==> config.mk <==
export PLATFORM = sky130hd
export DESIGN_NAME = uart_tx_top_flat
export DESIGN_NICKNAME = d
export VERILOG_FILES = /design/src/rtl/uart_pkg.sv /design/src/rtl/uart_tx_top_if.sv /design/src/rtl/uart_tx_top.sv /design/src/flat_wrapper.sv
export SDC_FILE = /design/constraint.sdc
export NUM_CORES = 1
export LEC_CHECK = 0
export ABC_AREA = 1
export CORE_UTILIZATION = 40
export CTS_CLUSTER_SIZE = 40
export DETAILED_ROUTE_END_ITERATION = 8
export REMOVE_ABC_BUFFERS = 1
export SETUP_SLACK_MARGIN = 0.02
export SLEW_MARGIN = 20
export SYNTH_ARGS = -nofsm -noshare
export SYNTH_HDL_FRONTEND = slang
export SYNTH_SLANG_ARGS = --single-unit
==> constraint.sdc <==
create_clock -name clk -period 2.8 [get_ports clk]
set_input_delay 0.42 -clock clk [delete_from_list [all_inputs] [get_ports clk]]
set_output_delay 0.42 -clock clk [all_outputs]
set_load 0.1 [all_outputs]
==> src/rtl/uart_pkg.sv <==
// Shared UART definitions: FSM state encoding, line-control word-length codes,
// data-width mask and the parity rule, common to transmitter and receiver.
package uart_pkg;

   typedef enum logic [2:0] {IDLE, START, DATA, PARITY, STOP} state_t;

   typedef logic [1:0] wls_t;

   localparam wls_t WLS_5 = 2'b00;
   localparam wls_t WLS_6 = 2'b01;
   localparam wls_t WLS_7 = 2'b10;
   localparam wls_t WLS_8 = 2'b11;

   localparam int OSR_DEFAULT = 16;

   function automatic logic [7:0] word_mask(input wls_t wls);
      logic [7:0] m;
      case (wls)
         WLS_5:   m = 8'h1F;
         WLS_6:   m = 8'h3F;
         WLS_7:   m = 8'h7F;
         WLS_8:   m = 8'hFF;
         default: m = 8'hFF;
      endcase
      return m;
   endfunction

   // Bits above the word length never contribute to parity.
   function automatic logic parity_bit(input logic [7:0] data, input wls_t wls,
                                       input logic eps, input logic sticky);
      logic [7:0] d;
      d = data & word_mask(wls);
      if (sticky)
         return ~eps;
      return eps ? ^d : ~^d;
   endfunction

endpackage

==> src/rtl/uart_tx_top_if.sv <==
// Transmitter signal bundle: baud tick, FIFO head/pop, line-control fields and the serial line.
// master drives the FIFO/LCR side; slave is the transmitter itself.
interface uart_tx_top_if;
   import uart_pkg::*;

   logic       baud_pulse;
   logic       fifo_empty;
   logic [7:0] din;
   wls_t       wls;
   logic       stb;
   logic       pen;
   logic       eps;
   logic       sticky_parity;
   logic       brk;
   logic       pop;
   logic       tx;
   logic       busy;

   modport master (
      output baud_pulse, fifo_empty, din, wls, stb, pen, eps, sticky_parity, brk,
      input  pop, tx, busy
   );

   modport slave (
      input  baud_pulse, fifo_empty, din, wls, stb, pen, eps, sticky_parity, brk,
      output pop, tx, busy
   );

endinterface

==> src/rtl/uart_tx_top.sv <==
// 16550-style serialiser: pops the FIFO head on a baud tick, start bit on tx one clk later.
// Frames chain with no idle gap; an empty FIFO simply leaves the line idle high.
module uart_tx_top
   import uart_pkg::*;
#(
   parameter int OSR = OSR_DEFAULT
) (
   input  logic         clk,
   input  logic         rst,
   uart_tx_top_if.slave bus
);

   localparam int            CW          = $clog2(2 * OSR);
   localparam logic [CW-1:0] BIT_LAST    = CW'(OSR - 1);
   localparam logic [CW-1:0] STOP15_LAST = CW'(OSR * 3 / 2 - 1);
   localparam logic [CW-1:0] STOP2_LAST  = CW'(2 * OSR - 1);

   state_t        state, state_d;
   logic [CW-1:0] count, count_d;
   logic [2:0]    bitcnt, bitcnt_d;
   logic [7:0]    shreg, shreg_d;
   wls_t          f_wls, f_wls_d;
   logic          f_stb, f_stb_d;
   logic          f_pen, f_pen_d;
   logic          par, par_d;
   logic          load;
   logic          tx_d;
   logic          tx_q;
   logic [CW-1:0] stop_last;

   // Stop length uses the latched fields so LCR writes only affect the next frame.
   assign stop_last = !f_stb            ? BIT_LAST :
                      (f_wls == WLS_5)  ? STOP15_LAST : STOP2_LAST;

   always_ff @(posedge clk) begin
      if (rst) begin
         state  <= IDLE;
         count  <= '0;
         bitcnt <= '0;
         shreg  <= '0;
         f_wls  <= WLS_5;
         f_stb  <= 1'b0;
         f_pen  <= 1'b0;
         par    <= 1'b0;
         tx_q   <= 1'b1;
      end else begin
         state  <= state_d;
         count  <= count_d;
         bitcnt <= bitcnt_d;
         shreg  <= shreg_d;
         f_wls  <= f_wls_d;
         f_stb  <= f_stb_d;
         f_pen  <= f_pen_d;
         par    <= par_d;
         tx_q   <= bus.brk ? 1'b0 : tx_d;
      end
   end

   always_comb begin
      state_d  = state;
      count_d  = count;
      bitcnt_d = bitcnt;
      shreg_d  = shreg;
      f_wls_d  = f_wls;
      f_stb_d  = f_stb;
      f_pen_d  = f_pen;
      par_d    = par;
      load     = 1'b0;
      if (bus.baud_pulse) begin
         unique case (state)
            IDLE: load = !bus.fifo_empty;
            START: begin
               if (count == '0) begin
                  state_d  = DATA;
                  count_d  = BIT_LAST;
                  bitcnt_d = {1'b0, f_wls} + 3'd4;
               end else begin
                  count_d = count - CW'(1);
               end
            end
            DATA: begin
               if (count == '0) begin
                  shreg_d = {1'b0, shreg[7:1]};
                  if (bitcnt != 3'd0) begin
                     bitcnt_d = bitcnt - 3'd1;
                     count_d  = BIT_LAST;
                  end else if (f_pen) begin
                     state_d = PARITY;
                     count_d = BIT_LAST;
                  end else begin
                     state_d = STOP;
                     count_d = stop_last;
                  end
               end else begin
                  count_d = count - CW'(1);
               end
            end
            PARITY: begin
               if (count == '0) begin
                  state_d = STOP;
                  count_d = stop_last;
               end else begin
                  count_d = count - CW'(1);
               end
            end
            STOP: begin
               if (count != '0)
                  count_d = count - CW'(1);
               else if (!bus.fifo_empty)
                  load = 1'b1;
               else
                  state_d = IDLE;
            end
            default: state_d = IDLE;
         endcase
      end
      if (load) begin
         state_d = START;
         count_d = BIT_LAST;
         shreg_d = bus.din;
         f_wls_d = bus.wls;
         f_stb_d = bus.stb;
         f_pen_d = bus.pen;
         par_d   = parity_bit(bus.din, bus.wls, bus.eps, bus.sticky_parity);
      end
   end

   // tx is registered from next-state values so the start bit follows the pop by one clk.
   always_comb begin
      bus.pop  = load & ~rst;
      bus.busy = (state != IDLE);
      tx_d     = 1'b1;
      case (state_d)
         START:   tx_d = 1'b0;
         DATA:    tx_d = shreg_d[0];
         PARITY:  tx_d = par_d;
         default: tx_d = 1'b1;
      endcase
   end

   assign bus.tx = tx_q;

endmodule

==> src/flat_wrapper.sv <==
// flat-port wrapper written by rule: the top's interface ports become plain ports
module uart_tx_top_flat import uart_pkg::*;
#(
   parameter int OSR = OSR_DEFAULT
)
  (clk, rst, bus_baud_pulse, bus_fifo_empty, bus_din, bus_wls, bus_stb, bus_pen, bus_eps, bus_sticky_parity, bus_brk, bus_pop, bus_tx, bus_busy);
  uart_tx_top_if bus_i ();
  input  logic clk;
  input  logic rst;
  input wire logic [$bits(bus_i.baud_pulse)-1:0] bus_baud_pulse;
  input wire logic [$bits(bus_i.fifo_empty)-1:0] bus_fifo_empty;
  input wire logic [$bits(bus_i.din)-1:0] bus_din;
  input wire logic [$bits(bus_i.wls)-1:0] bus_wls;
  input wire logic [$bits(bus_i.stb)-1:0] bus_stb;
  input wire logic [$bits(bus_i.pen)-1:0] bus_pen;
  input wire logic [$bits(bus_i.eps)-1:0] bus_eps;
  input wire logic [$bits(bus_i.sticky_parity)-1:0] bus_sticky_parity;
  input wire logic [$bits(bus_i.brk)-1:0] bus_brk;
  output wire logic [$bits(bus_i.pop)-1:0] bus_pop;
  output wire logic [$bits(bus_i.tx)-1:0] bus_tx;
  output wire logic [$bits(bus_i.busy)-1:0] bus_busy;
  assign bus_i.baud_pulse = bus_baud_pulse;
  assign bus_i.fifo_empty = bus_fifo_empty;
  assign bus_i.din = bus_din;
  assign bus_i.wls = bus_wls;
  assign bus_i.stb = bus_stb;
  assign bus_i.pen = bus_pen;
  assign bus_i.eps = bus_eps;
  assign bus_i.sticky_parity = bus_sticky_parity;
  assign bus_i.brk = bus_brk;
  assign bus_pop = bus_i.pop;
  assign bus_tx = bus_i.tx;
  assign bus_busy = bus_i.busy;
  uart_tx_top #(.OSR(OSR)) u_core (.clk(clk), .rst(rst), .bus(bus_i));
endmodule
Word level (Yosys, flattened, before mapping). Index checks and enable logic that the tools add are counted.

Add/subtract/negate cells: 3. Equality and inequality tests: 15. Muxes and demuxes: 43. Bitwise logic cells: 4. Reduce and logical (&&, ||, !) cells: 21.

Operators with widths (count): 2-to-1 mux 8 bit (5); 2-to-1 mux 3 bit (12); 2-to-1 mux 5 bit (7); case mux 8 bit (4 select lines) (1); case mux 5 bit (4 select lines) (1); case mux 3 bit (5 select lines) (1); == test 3 x 2 -> 1 bit, second input constant (4); 2-to-1 mux 4 bit (3); 2-to-1 mux 1 bit (10); nonzero test 5 bit (2); AND reduction 3 bit (3); AND 8 bit (1); != test 2 x 1 -> 1 bit, second input constant (4); nonzero test 2 bit (4); XNOR reduction 8 bit (1); parity 8 bit (1); == test 3 x 1 -> 1 bit, second input constant (2); case mux 3 bit (2 select lines) (1); nonzero test 3 bit (2); zero test 5 bit (1); AND reduction 5 bit (1); subtractor 5 x 1 -> 5 bit, second input constant (1); == test 2 bit, second input constant (2); zero test 2 bit (2); 13 further kinds (14).

Register bits after elaboration: 25. Input bits: 19. Output and inout bits: 3. Word-level logic and storage cells: 97.

Longest topological paths before layout.
Depth after elaboration: 12. Mapped depth: 16. Depth with buffers taken out: 16.

Worst setup path after synthesis. No wires, ideal clock.

Path type: register to output. Start: register u_core.count[0]. End: output port bus_pop. Arrival: 1.411 ns. Path slack: 0.969 ns. Cell stages (with the launch flop): 9. Path buffers: 2. Cell sequence: dfxtp_1 > inv_1 > ha_1 > nand3_2 > buf_6 > nand2_2 > nand2_2 > buf_6 > nor2_8.

Word-level cells in the longest chain between the ends: 5.

Ends and longest elaborated chain: from (decl) (line uart_tx_top.sv:19) `logic [CW-1:0] count, count_d;`; from (signal assigned) (line uart_tx_top.sv:48) `count <= count_d;`; nonzero test 5 bit (line uart_tx_top.sv:107) `if (count != '0)`; 2-to-1 mux 1 bit (line uart_tx_top.sv:107); case mux 1 bit (2 select lines) (line uart_tx_top.sv:70) `unique case (state)`; 2-to-1 mux 1 bit (line uart_tx_top.sv:69) `if (bus.baud_pulse) begin`; AND 1 bit (line uart_tx_top.sv:130) `bus.pop = load & ~rst;`; to (decl) (line flat_wrapper.sv:19) `output wire logic [$bits(bus_i.pop)-1:0] bus_pop;`.

No other way between the ends.

Final worst setup path. Same ends and word-level chain as after synthesis.

==> run_results.csv <==
group,metric,value,unit
sta,final_hold_viol_count,0,
global_route,grtUsageMet1,25.1,%
worst_hold_path,hold_path_class,"flop to flop",
sta,slew_headroom,64.0,%
synth,synth_warnings,0,
sta,period_needed,2.34,ns
finish,final-seq-area,500,µm²
floorplanning,rows,23,
global_route,use_met2,30.4,%
route,detail-route-antenna-nets,0,
global_route,antenna_found_initial,0,
clock_tree,cts_resized,0,
route,wl,3680,µm
clock_tree,cts_buffer_depth,2,
global_route,met3_usage,2.74,%
synth,netlist_area,1680,µm²
route,firstDrtPassIters,4,
finish,multiInputGateArea,972,µm²
outcome,run_status,"completed",
finish,diodes,0,
place,gp_congestion,0.837,
sta,fin_setup_tns,0,ns
floorplanning,core-area,4030,µm²
sta,rsz0062_at_grt,"no",
worst_setup_path,crit_family,"simple AND/OR/NAND/NOR gates",
clock_tree,path_clk_slew,0.09,ns
pwr,p_int,0.000622,W
route,wire_per_inst,11.4,µm
worst_setup_path,worst-path-max-fanout,13,
place,portBuffers,21,
worst_setup_path,crit_top_cell,"nand2_2",
global_route,grt_pass1_wl,6330,µm
clock_tree,h-tree-depth,1,
synth,post-synth-top-area-cell,"dfxtp_1",
worst_setup_path,worstPathCellList,"inv_1 -> ha_1 -> nand3_2 -> nand2_2 -> nand2_2 -> nor2_8 -> buf_12",
worst_setup_path,arrival,1.92,ns
synth,netlist_top_cells_count,"56 x nand2_1, 35 x inv_1, 25 x dfxtp_1, 21 x nor2_1, 19 x nand3_1",
sta,post-route-period-util,83.5,%
worst_setup_path,path_buf_inv,2,
synth,avgSynthCellArea,6.66,µm²
worst_setup_path,cp_slowest_cell,"dfxtp_1",
worst_setup_path,regToRegSetupSlack,0.69,ns
floorplanning,die_x,66.8,µm
worst_setup_path,start_kind,"flop",
synth,synth_seq_cells,25,
clock_tree,numCtsBuffers,3,
sta,worst_pin_slew,0.538,ns
sta,finalWorstSetupSlack,0.463,ns
pwr,sequentialPowerShare,40.4,%
synth,synth_top_area_share,29.8,%
pwr,clkPwrFrac,21.7,%
pwr,ir_drop,0.211,mV
global_route,grt_max_degree,17,
sta,skew,0.00210,ns
place,place_ws,0.599,ns
clock_tree,cts-root-buf,"clkbuf_8",
sta,slew_viol_final,0,
worst_setup_path,path_class,"flop to primary output",
floorplanning,die-area,4460,µm²
finish,nFillCells,441,
pwr,combPwrFrac,38.0,%
clock_tree,postCtsHoldBufs,0,
worst_setup_path,crit_required,2.38,ns
synth,synth_area_leaders,"dfxtp_1 30%, nand2_1 13%, inv_1 7.8%",
synth,syn-instance-count,252,
global_route,grt_pass1_vias,1448,
pwr,leakage,0.916,nW
finish,final_nets,297,
floorplanning,die_y,66.8,µm
route,drc,0,
route,vias_per_cell,5.06,
clock_tree,cts_sinks,25,
synth,async_flop_share,0,%
finish,area_delta_synth_final,17.5,%
worst_setup_path,slowest_delay,0.33,ns
flow_run,maxCapViolCount,0,
clock_tree,cts_tree,"built",
pwr,swShare,38.3,%
finish,drive_above_1_share,12.8,%
synth,synth-edff-count,0,
synth,synth.most_common_cell,"nand2_1",
synth,ys_seq_area_share,29.8,%
synth,synth_flop_cell,"dfxtp_1",
clock_tree,clk_latency,0.27,ns
floorplanning,num_io_pins,22,
global_route,track_usage,18.6,%
pwr,p_sw,0.000386,W
worst_setup_path,worstSetupEndpointType,"primary output",
synth,yosysUniqueCellTypes,43,
sta,setup_viol,0,
global_route,grt-busiest-layer,"met2",
place,dp.final_hpwl,2920,µm
route,drtIter0Drc,72,
global_route,gr-total-overflow,0,
clock_tree,post_cts_buffers,0,
pwr,power_density,511,nW/µm²
route,routed-via-count,1633,
floorplanning,initial_core_util,41.7,%
sta,timing.fmax,428,MHz
-- metrics by stage --
step	hold WS, ns	std cells	power, W	area [µm²]	utilization, %
2_1_floorplan	0.422	246	0.000691	1640	-
4_1_cts	0.454	323	0.00102	1970	49.0
5_1_grt	0.487	323	0.00108	1970	49.0
3_3_place_gp	0.442	319	0.000798	1930	47.9
6_report	0.456	323	0.00101	1970	49.0
3_5_place_dp	0.441	319	0.000799	1930	47.9
-- power by group through the flow --
stage	Clock [W]	Sequential (W)	Combinational, W
after floorplan	0	0.000424	0.000267
after global placement	0	0.000415	0.000383
after detailed placement	0	0.000415	0.000384
after CTS	0.000224	0.000407	0.000386
after global routing	0.000235	0.000411	0.000430
final	0.000218	0.000407	0.000383
-- sequential cells by signal, indices dropped and copies added, names as in the netlist, 2 cells and up --
name and cells:
u_core.shreg 8, u_core.count 5, u_core.bitcnt 3, u_core.state 3, u_core.f_wls 2
-- worst reg2reg max path, cell delays in order (launching register included) --
cell     delay, ns
dfxtp_1       0.33
inv_1         0.09
ha_1          0.18
nand3_2       0.25
inv_1         0.36
nand2_1       0.11
nand2_1       0.08
nand3_1       0.06
a21oi_1       0.22
nor2_1        0.08
nor2_2        0.10
nand2_1       0.05
nand2_1       0.05
nand2_1       0.04
-- cell families after synthesis --
kind of cell	Yosys count	share of synthesized area (%)
AOI/OAI and AO/OA	48	17.2
xor gates and xnor gates	3	1.57
adders and majority gates	4	2.98
buffers and inverters	48	12.3
DFF	25	29.8
and+or+nand+nor	124	36.1
-- worst paths after layout --
check | start | endpoint | depth (start not counted)
hold reg to reg | u_core.count[0] | u_core.count[0] | 1
hold / removal | u_core.count[0] | u_core.count[0] | 1
setup / recovery | u_core.count[0] | bus_pop | 7
setup reg to reg | u_core.count[0] | u_core.bus.tx | 13
-- cell type report --
cell class,instances,area share (%)
clock buffer,4,2.28
tap,50,3.17
multi-input combinational,179,49.3
sequential,25,25.4
timing repair buffer,23,11.7
inverter,42,8.24
-- metal layers --
layer	vias to the layer above	routed length [µm]
met5	-	0
met4	0	36
met3	4	90
met2	24	1650
met1	739	1900
li1	866	-
-- cells in the final DEF (no fill, tap or decap), drive strengths merged --
cell           count
o2111ai            1
clkdlybuf4s50     18
or2                3
buf                5
nor2              28
clkbuf             4
o21ai             22
xor2               2
nor4               1
nand2             59
xnor2              1
a21oi             12
nand3             22
a32o               1
nand4              7
o221ai             1
o211ai             2
ha                 4
o22ai              1
a22o               1
dfxtp             25
nor3               2
a31oi              3
nor3b              1
a221oi             1
a211oi             3
inv               42
nand3b             1
(Power assumes the default switching activity.)
